### src/rtl/hazard_controller_if.sv
// Sequencing bundle between the hazard controller and the pipeline datapath.
// master = datapath side, slave = hazard_controller.
interface hazard_controller_if #(
    parameter int CNT_W = 16
);
    logic [4:0]       IF_ID_rs1;
    logic [4:0]       IF_ID_rs2;
    logic             IF_ID_uses_rs2;
    logic [4:0]       ID_EX_rd;
    logic             ID_EX_MemRead;
    logic             EX_branch_taken;
    logic             MEM_req;
    logic             MEM_ready;
    logic             PC_write;
    logic             IF_ID_write;
    logic             IF_ID_flush;
    logic             ID_EX_bubble;
    logic             pipe_hold;
    logic             mem_err;
    logic [1:0]       ctrl_state;
    logic [CNT_W-1:0] stall_count;
    logic [CNT_W-1:0] flush_count;

    modport master (
        output IF_ID_rs1, IF_ID_rs2, IF_ID_uses_rs2,
        output ID_EX_rd, ID_EX_MemRead, EX_branch_taken,
        output MEM_req, MEM_ready,
        input  PC_write, IF_ID_write, IF_ID_flush,
        input  ID_EX_bubble, pipe_hold, mem_err,
        input  ctrl_state, stall_count, flush_count
    );

    modport slave (
        input  IF_ID_rs1, IF_ID_rs2, IF_ID_uses_rs2,
        input  ID_EX_rd, ID_EX_MemRead, EX_branch_taken,
        input  MEM_req, MEM_ready,
        output PC_write, IF_ID_write, IF_ID_flush,
        output ID_EX_bubble, pipe_hold, mem_err,
        output ctrl_state, stall_count, flush_count
    );
endinterface

### src/rtl/hazard_controller.sv
// Pipeline advance/freeze/flush controller: load-use, taken branch, memory wait.
// Define HAZARD_PERF_CNT_EN to build the saturating stall/flush counters.
module hazard_controller #(
    parameter int MEM_TIMEOUT = 15,
    parameter int CNT_W       = 16
) (
    input logic               Clk,
    input logic               reset,
    hazard_controller_if.slave hz
);
    typedef enum logic [1:0] {
        RUN      = 2'd0,
        MEM_WAIT = 2'd1,
        ERROR    = 2'd2
    } state_t;

    localparam logic [7:0] TIMEOUT = 8'(MEM_TIMEOUT);

    state_t     state, state_nxt;
    logic [7:0] wait_cnt, wait_nxt;
    logic       mem_err_q;

    logic pc_write, ifid_write, ifid_flush, idex_bubble, hold;
    logic br_flush, load_use;
    logic in_rst, in_err, in_wait, go, do_br, do_lu;

    assign load_use = hz.ID_EX_MemRead && (hz.ID_EX_rd != 5'd0) &&
                      ((hz.ID_EX_rd == hz.IF_ID_rs1) ||
                       (hz.IF_ID_uses_rs2 && (hz.ID_EX_rd == hz.IF_ID_rs2)));

    // Mutually exclusive priority terms so the decoder below is truly unique.
    assign in_rst  = !reset;
    assign in_err  = reset && (state == ERROR);
    assign in_wait = reset && (state != ERROR) && !hz.MEM_ready &&
                     ((state == MEM_WAIT) || hz.MEM_req);
    assign go      = reset && (state != ERROR) && !in_wait;
    assign do_br   = go && hz.EX_branch_taken;
    assign do_lu   = go && !hz.EX_branch_taken && load_use;

    always_comb begin
        pc_write    = 1'b1;
        ifid_write  = 1'b1;
        ifid_flush  = 1'b0;
        idex_bubble = 1'b0;
        hold        = 1'b0;
        br_flush    = 1'b0;
        state_nxt   = RUN;
        wait_nxt    = 8'd0;
        unique case (1'b1)
            in_rst: begin
                pc_write    = 1'b0;
                ifid_write  = 1'b0;
                ifid_flush  = 1'b1;
                idex_bubble = 1'b1;
            end
            in_err: begin
                pc_write   = 1'b0;
                ifid_write = 1'b0;
                hold       = 1'b1;
                state_nxt  = ERROR;
            end
            in_wait: begin
                pc_write   = 1'b0;
                ifid_write = 1'b0;
                hold       = 1'b1;
                if (state == RUN) begin
                    state_nxt = MEM_WAIT;
                    wait_nxt  = 8'd1;
                end else if (wait_cnt >= TIMEOUT) begin
                    state_nxt = ERROR;
                    wait_nxt  = wait_cnt;
                end else begin
                    state_nxt = MEM_WAIT;
                    wait_nxt  = wait_cnt + 8'd1;
                end
            end
            do_br: begin
                ifid_flush  = 1'b1;
                idex_bubble = 1'b1;
                br_flush    = 1'b1;
            end
            do_lu: begin
                pc_write    = 1'b0;
                ifid_write  = 1'b0;
                idex_bubble = 1'b1;
            end
            default: begin
                pc_write = 1'b1;
            end
        endcase
    end

    always_ff @(posedge Clk or negedge reset) begin
        if (!reset) begin
            state     <= RUN;
            wait_cnt  <= 8'd0;
            mem_err_q <= 1'b0;
        end else begin
            state     <= state_nxt;
            wait_cnt  <= wait_nxt;
            mem_err_q <= mem_err_q | (state_nxt == ERROR);
        end
    end

    assign hz.PC_write     = pc_write;
    assign hz.IF_ID_write  = ifid_write;
    assign hz.IF_ID_flush  = ifid_flush;
    assign hz.ID_EX_bubble = idex_bubble;
    assign hz.pipe_hold    = hold;
    assign hz.mem_err      = mem_err_q;
    assign hz.ctrl_state   = state;

`ifdef HAZARD_PERF_CNT_EN
    logic [CNT_W-1:0] stall_q, flush_q;

    always_ff @(posedge Clk or negedge reset) begin
        if (!reset) begin
            stall_q <= '0;
            flush_q <= '0;
        end else begin
            if (!pc_write && (stall_q != '1))
                stall_q <= stall_q + CNT_W'(1);
            if (br_flush && (flush_q != '1))
                flush_q <= flush_q + CNT_W'(1);
        end
    end

    assign hz.stall_count = stall_q;
    assign hz.flush_count = flush_q;
`else
    assign hz.stall_count = '0;
    assign hz.flush_count = '0;
`endif
endmodule

### src/flat_wrapper.sv
// flat-port wrapper written by rule: the top's interface ports become plain ports
module hazard_controller_flat 
#(
    parameter int MEM_TIMEOUT = 15,
    parameter int CNT_W       = 16
)
  (Clk, reset, hz_IF_ID_rs1, hz_IF_ID_rs2, hz_IF_ID_uses_rs2, hz_ID_EX_rd, hz_ID_EX_MemRead, hz_EX_branch_taken, hz_MEM_req, hz_MEM_ready, hz_PC_write, hz_IF_ID_write, hz_IF_ID_flush, hz_ID_EX_bubble, hz_pipe_hold, hz_mem_err, hz_ctrl_state, hz_stall_count, hz_flush_count);
  hazard_controller_if #(.CNT_W(CNT_W)) hz_i ();
  input logic Clk;
  input logic reset;
  input wire logic [$bits(hz_i.IF_ID_rs1)-1:0] hz_IF_ID_rs1;
  input wire logic [$bits(hz_i.IF_ID_rs2)-1:0] hz_IF_ID_rs2;
  input wire logic [$bits(hz_i.IF_ID_uses_rs2)-1:0] hz_IF_ID_uses_rs2;
  input wire logic [$bits(hz_i.ID_EX_rd)-1:0] hz_ID_EX_rd;
  input wire logic [$bits(hz_i.ID_EX_MemRead)-1:0] hz_ID_EX_MemRead;
  input wire logic [$bits(hz_i.EX_branch_taken)-1:0] hz_EX_branch_taken;
  input wire logic [$bits(hz_i.MEM_req)-1:0] hz_MEM_req;
  input wire logic [$bits(hz_i.MEM_ready)-1:0] hz_MEM_ready;
  output wire logic [$bits(hz_i.PC_write)-1:0] hz_PC_write;
  output wire logic [$bits(hz_i.IF_ID_write)-1:0] hz_IF_ID_write;
  output wire logic [$bits(hz_i.IF_ID_flush)-1:0] hz_IF_ID_flush;
  output wire logic [$bits(hz_i.ID_EX_bubble)-1:0] hz_ID_EX_bubble;
  output wire logic [$bits(hz_i.pipe_hold)-1:0] hz_pipe_hold;
  output wire logic [$bits(hz_i.mem_err)-1:0] hz_mem_err;
  output wire logic [$bits(hz_i.ctrl_state)-1:0] hz_ctrl_state;
  output wire logic [$bits(hz_i.stall_count)-1:0] hz_stall_count;
  output wire logic [$bits(hz_i.flush_count)-1:0] hz_flush_count;
  assign hz_i.IF_ID_rs1 = hz_IF_ID_rs1;
  assign hz_i.IF_ID_rs2 = hz_IF_ID_rs2;
  assign hz_i.IF_ID_uses_rs2 = hz_IF_ID_uses_rs2;
  assign hz_i.ID_EX_rd = hz_ID_EX_rd;
  assign hz_i.ID_EX_MemRead = hz_ID_EX_MemRead;
  assign hz_i.EX_branch_taken = hz_EX_branch_taken;
  assign hz_i.MEM_req = hz_MEM_req;
  assign hz_i.MEM_ready = hz_MEM_ready;
  assign hz_PC_write = hz_i.PC_write;
  assign hz_IF_ID_write = hz_i.IF_ID_write;
  assign hz_IF_ID_flush = hz_i.IF_ID_flush;
  assign hz_ID_EX_bubble = hz_i.ID_EX_bubble;
  assign hz_pipe_hold = hz_i.pipe_hold;
  assign hz_mem_err = hz_i.mem_err;
  assign hz_ctrl_state = hz_i.ctrl_state;
  assign hz_stall_count = hz_i.stall_count;
  assign hz_flush_count = hz_i.flush_count;
  hazard_controller #(.MEM_TIMEOUT(MEM_TIMEOUT), .CNT_W(CNT_W)) u_core (.Clk(Clk), .reset(reset), .hz(hz_i));
endmodule
### config.mk
export PLATFORM = sky130hd
export DESIGN_NAME = hazard_controller_flat
export DESIGN_NICKNAME = d
export VERILOG_FILES = /design/src/rtl/hazard_controller_if.sv /design/src/rtl/hazard_controller.sv /design/src/flat_wrapper.sv
export SDC_FILE = /design/constraint.sdc
export NUM_CORES = 1
export LEC_CHECK = 0
export ABC_AREA = 1
export BUFFER_PORTS_ARGS = -buffer_cell sky130_fd_sc_hd__buf_4
export CELL_PAD_IN_SITES_DETAIL_PLACEMENT = 2
export CELL_PAD_IN_SITES_GLOBAL_PLACEMENT = 2
export CORE_UTILIZATION = 24
export CTS_BUF_LIST = sky130_fd_sc_hd__clkbuf_4
export DETAILED_ROUTE_END_ITERATION = 7
export GPL_TIMING_DRIVEN = 0
export PLACE_DENSITY_LB_ADDON = 0.1
export SLEW_MARGIN = 10
export SYNTH_ARGS = -nofsm -noshare
export SYNTH_HDL_FRONTEND = slang
export SYNTH_SLANG_ARGS = --single-unit
### constraint.sdc
create_clock -name Clk -period 2.9 [get_ports Clk]
set_input_delay 0.58 -clock Clk [delete_from_list [all_inputs] [get_ports Clk]]
set_output_delay 0.58 -clock Clk [all_outputs]
set_load 0.005 [all_outputs]
==> reports/qor.yml <==
yosys:
  synth_ff_type: "dfrtp_1"
  syn_inst: 160
  synthMuxAreaShare_pct: 0
  netlist_area_sq_mm: 0.00108
  synth.top_cells.by_count: "nand2_1, buf_4, inv_1"
  synth.avg_cell_area_sq_um: 6.73
  yosysSeqAreaShare_pct: 25.6
  yosysTopAreaCell: "dfrtp_1"
  synth.most_common_cell: "nand2_1"
  yosysWarnings: 0
  synthXorXnorAreaFrac_pct: 2.44
  synth_compound_area_share_pct: 3.25
  async_flop_share_pct: 100
  synth.area.top_cells: "dfrtp_1, buf_4, nand2_1, inv_1, nand3_1"
  ys_types: 22
  synth_top_area_share_pct: 25.6
  synth-simple-area-share_pct: 34.8
  synth-seq-cells: 11
  synth_top_family_by_area: "simple AND/OR/NAND/NOR gates"
  synth-edff-count: 0
  synthAdderAreaFrac_pct: 1.16
run_status:
  run_status: "complete, no violations"
routing:
  routed_wirelength_um: 2940
  wl_per_cell_um: 10.7
  antenna_left: 0
  dr.pass1.iters: 4
  via_count: 1073
  viasPerCell: 3.92
  drt_iter0_drc: 6
  drcViolationCount: 0
cts:
  postCtsSetupBuffers: 0
  htree_levels: 1
  clock_path_buffers: 2
  ctsHoldBuffers: 0
  root_buffer: "clkbuf_4"
  cts_buffers: 3
  cts_num_sinks: 11
  cts.clk_slew.worst_paths_ns: 0.07
  cts_tree: "done"
  ctsResizeCount: 0
  insertion_delay_ns: 0.28
power:
  p_leak_uw: 0.00100
  powerDensity_mw_per_mm2: 266
  ir_worst_vdd_uv: 158
  power_frac_clock_pct: 29.8
  power_frac_seq_pct: 39.0
  sw_frac_of_total_pct: 28.6
  pwr-share-comb_pct: 31.2
  p_int_uw: 286
  p_switching_uw: 115
die:
  initial_core_util_pct: 26.0
  die_w_um: 69.0
  io_pins: 62
  core_area_sq_mm: 0.00414
  dieArea_sq_mm: 0.00476
  die_h_um: 69.0
  std_cell_rows: 23
sta:
  rsz0062_at_grt: "no"
  min_period_over_period_pct: 75.7
  whs_ns: 0.132
  final_max_slew_viol_count: 0
  fin_setup_tns_ns: 0
  fmax_ghz: 0.455
  period_minus_slack_ns: 2.20
  setup-violations-final: 0
  hold_violations: 0
  fin_skew_ns: 0.00179
global_route:
  grt_pass1_wl_um: 4600
  antenna_found_initial: 0
  grt_pass1_vias: 1107
  grt_max_degree: 15
  grt_overflow_total: 0
  grt_use_total_pct: 13.3
run:
  drv_cap: 0
layout:
  diodes: 0
  nets: 248
  syn_to_final_growth_pct: 39.6
  fin_cells: 274
  drive_gt1_share_pct: 35.3
place:
  place.gp.congestion: 0.733
  dp_hpwl_um: 2550
  port_buffers: 29
  dp.cells: 270
critical_path:
  path_cells: "buf_4 > a21boi_4 > nand3b_4 > nand2_1 > a21oi_1 > buf_4 > buf_4"
  crit_path_end_kind: "output port"
  critical_path_required_ns: 2.32
  worst_path_most_repeated_cell: "buf_4"
  worstSetupPathType: "input port to output port"
  crit_arrival_ns: 1.62
  worstSetupStartpointType: "input port"
  cpPeakStageDelay_ns: 0.28
  crit_slowest_cell: "a21boi_4"
  crit_fanout: 14
worst_hold_path:
  hold_path_class: "input port to asynchronous set/reset pin"
==> logic make-up after synthesis <==
group | count (synthesis)
compound gates | 3
buf+inv | 60
fa+ha+maj | 1
other cells | 1
xor+xnor | 3
flops | 11
simple gates | 81
==> critical path, delay by kind of cell <==
kind,cells,cell delay (ns)
AO/OA/AOI/OAI,2,0.34
buffers and inverters,3,0.45
AND/OR/NAND/NOR,2,0.23
==> sequential cells by signal, summed over array words and instances (netlist names) <==
register and count:
u_core.hz.ctrl_state 2, u_core.hz.mem_err 1, u_core.wait_cnt 8
==> per-stage QoR <==
step	cell area, sq um	util [%]	total power, uW	setup slack [ns]
3_3_place_gp	1470	35.6	279	0.714
4_1_cts	1500	36.3	406	0.680
6_report	1500	36.3	400	0.704
2_1_floorplan	1190	-	236	1.04
3_5_place_dp	1470	35.6	283	0.682
5_1_grt	1500	36.3	430	0.604
==> worst paths after layout <==
kind	start	cells after the start	endpoint	slack, ns
min in group Clk	u_core.wait_cnt[7]	2	u_core.wait_cnt[7]	0.46
hold / removal	reset	1	u_core.wait_cnt[7]	0.13
setup reg to reg	u_core.wait_cnt[0]	7	u_core.wait_cnt[3]	1.55
max in group asynchronous	reset	1	u_core.wait_cnt[2]	2.60
hold reg to reg	u_core.wait_cnt[7]	2	u_core.wait_cnt[7]	0.46
setup / recovery	reset	7	hz_PC_write	0.70
==> power groups by stage <==
stage,Clock [uW],Sequential [uW],Combinational [uW]
2_1_floorplan,0,159,77.2
3_3_place_gp,0,159,120
3_5_place_dp,0,159,124
4_1_cts,126,156,124
5_1_grt,132,156,142
6_report,119,156,125
==> layout make-up <==
| class | instances | area [sq um] |
|---|---|---|
| inverter | 27 | 101 |
| fill | 533 | 2640 |
| clock buffer | 4 | 30.0 |
| tap | 50 | 62.6 |
| sequential | 11 | 275 |
| timing repair buffer | 29 | 218 |
| buffer | 33 | 248 |
| multi-input combinational | 120 | 569 |
==> metal layers <==
metal | vias to the layer above | global-route usage, % | wire [um]
li1 | 537 | - | -
met4 | 0 | 7.65 | 63
met3 | 5 | 1.81 | 178
met1 | 497 | 13.6 | 1110
met2 | 34 | 25.4 | 1580
met5 | - | 0 | 0
==> cell usage in the layout (no fill, tap or decap), types with 4 or more instances in the layout <==
master,count
nor2_1,11
buf_4,62
clkbuf_4,4
conb_1,32
nand3_1,10
dfrtp_1,11
inv_1,24
nand2_1,47
Note: power is estimated with default switching activity, not from simulation.
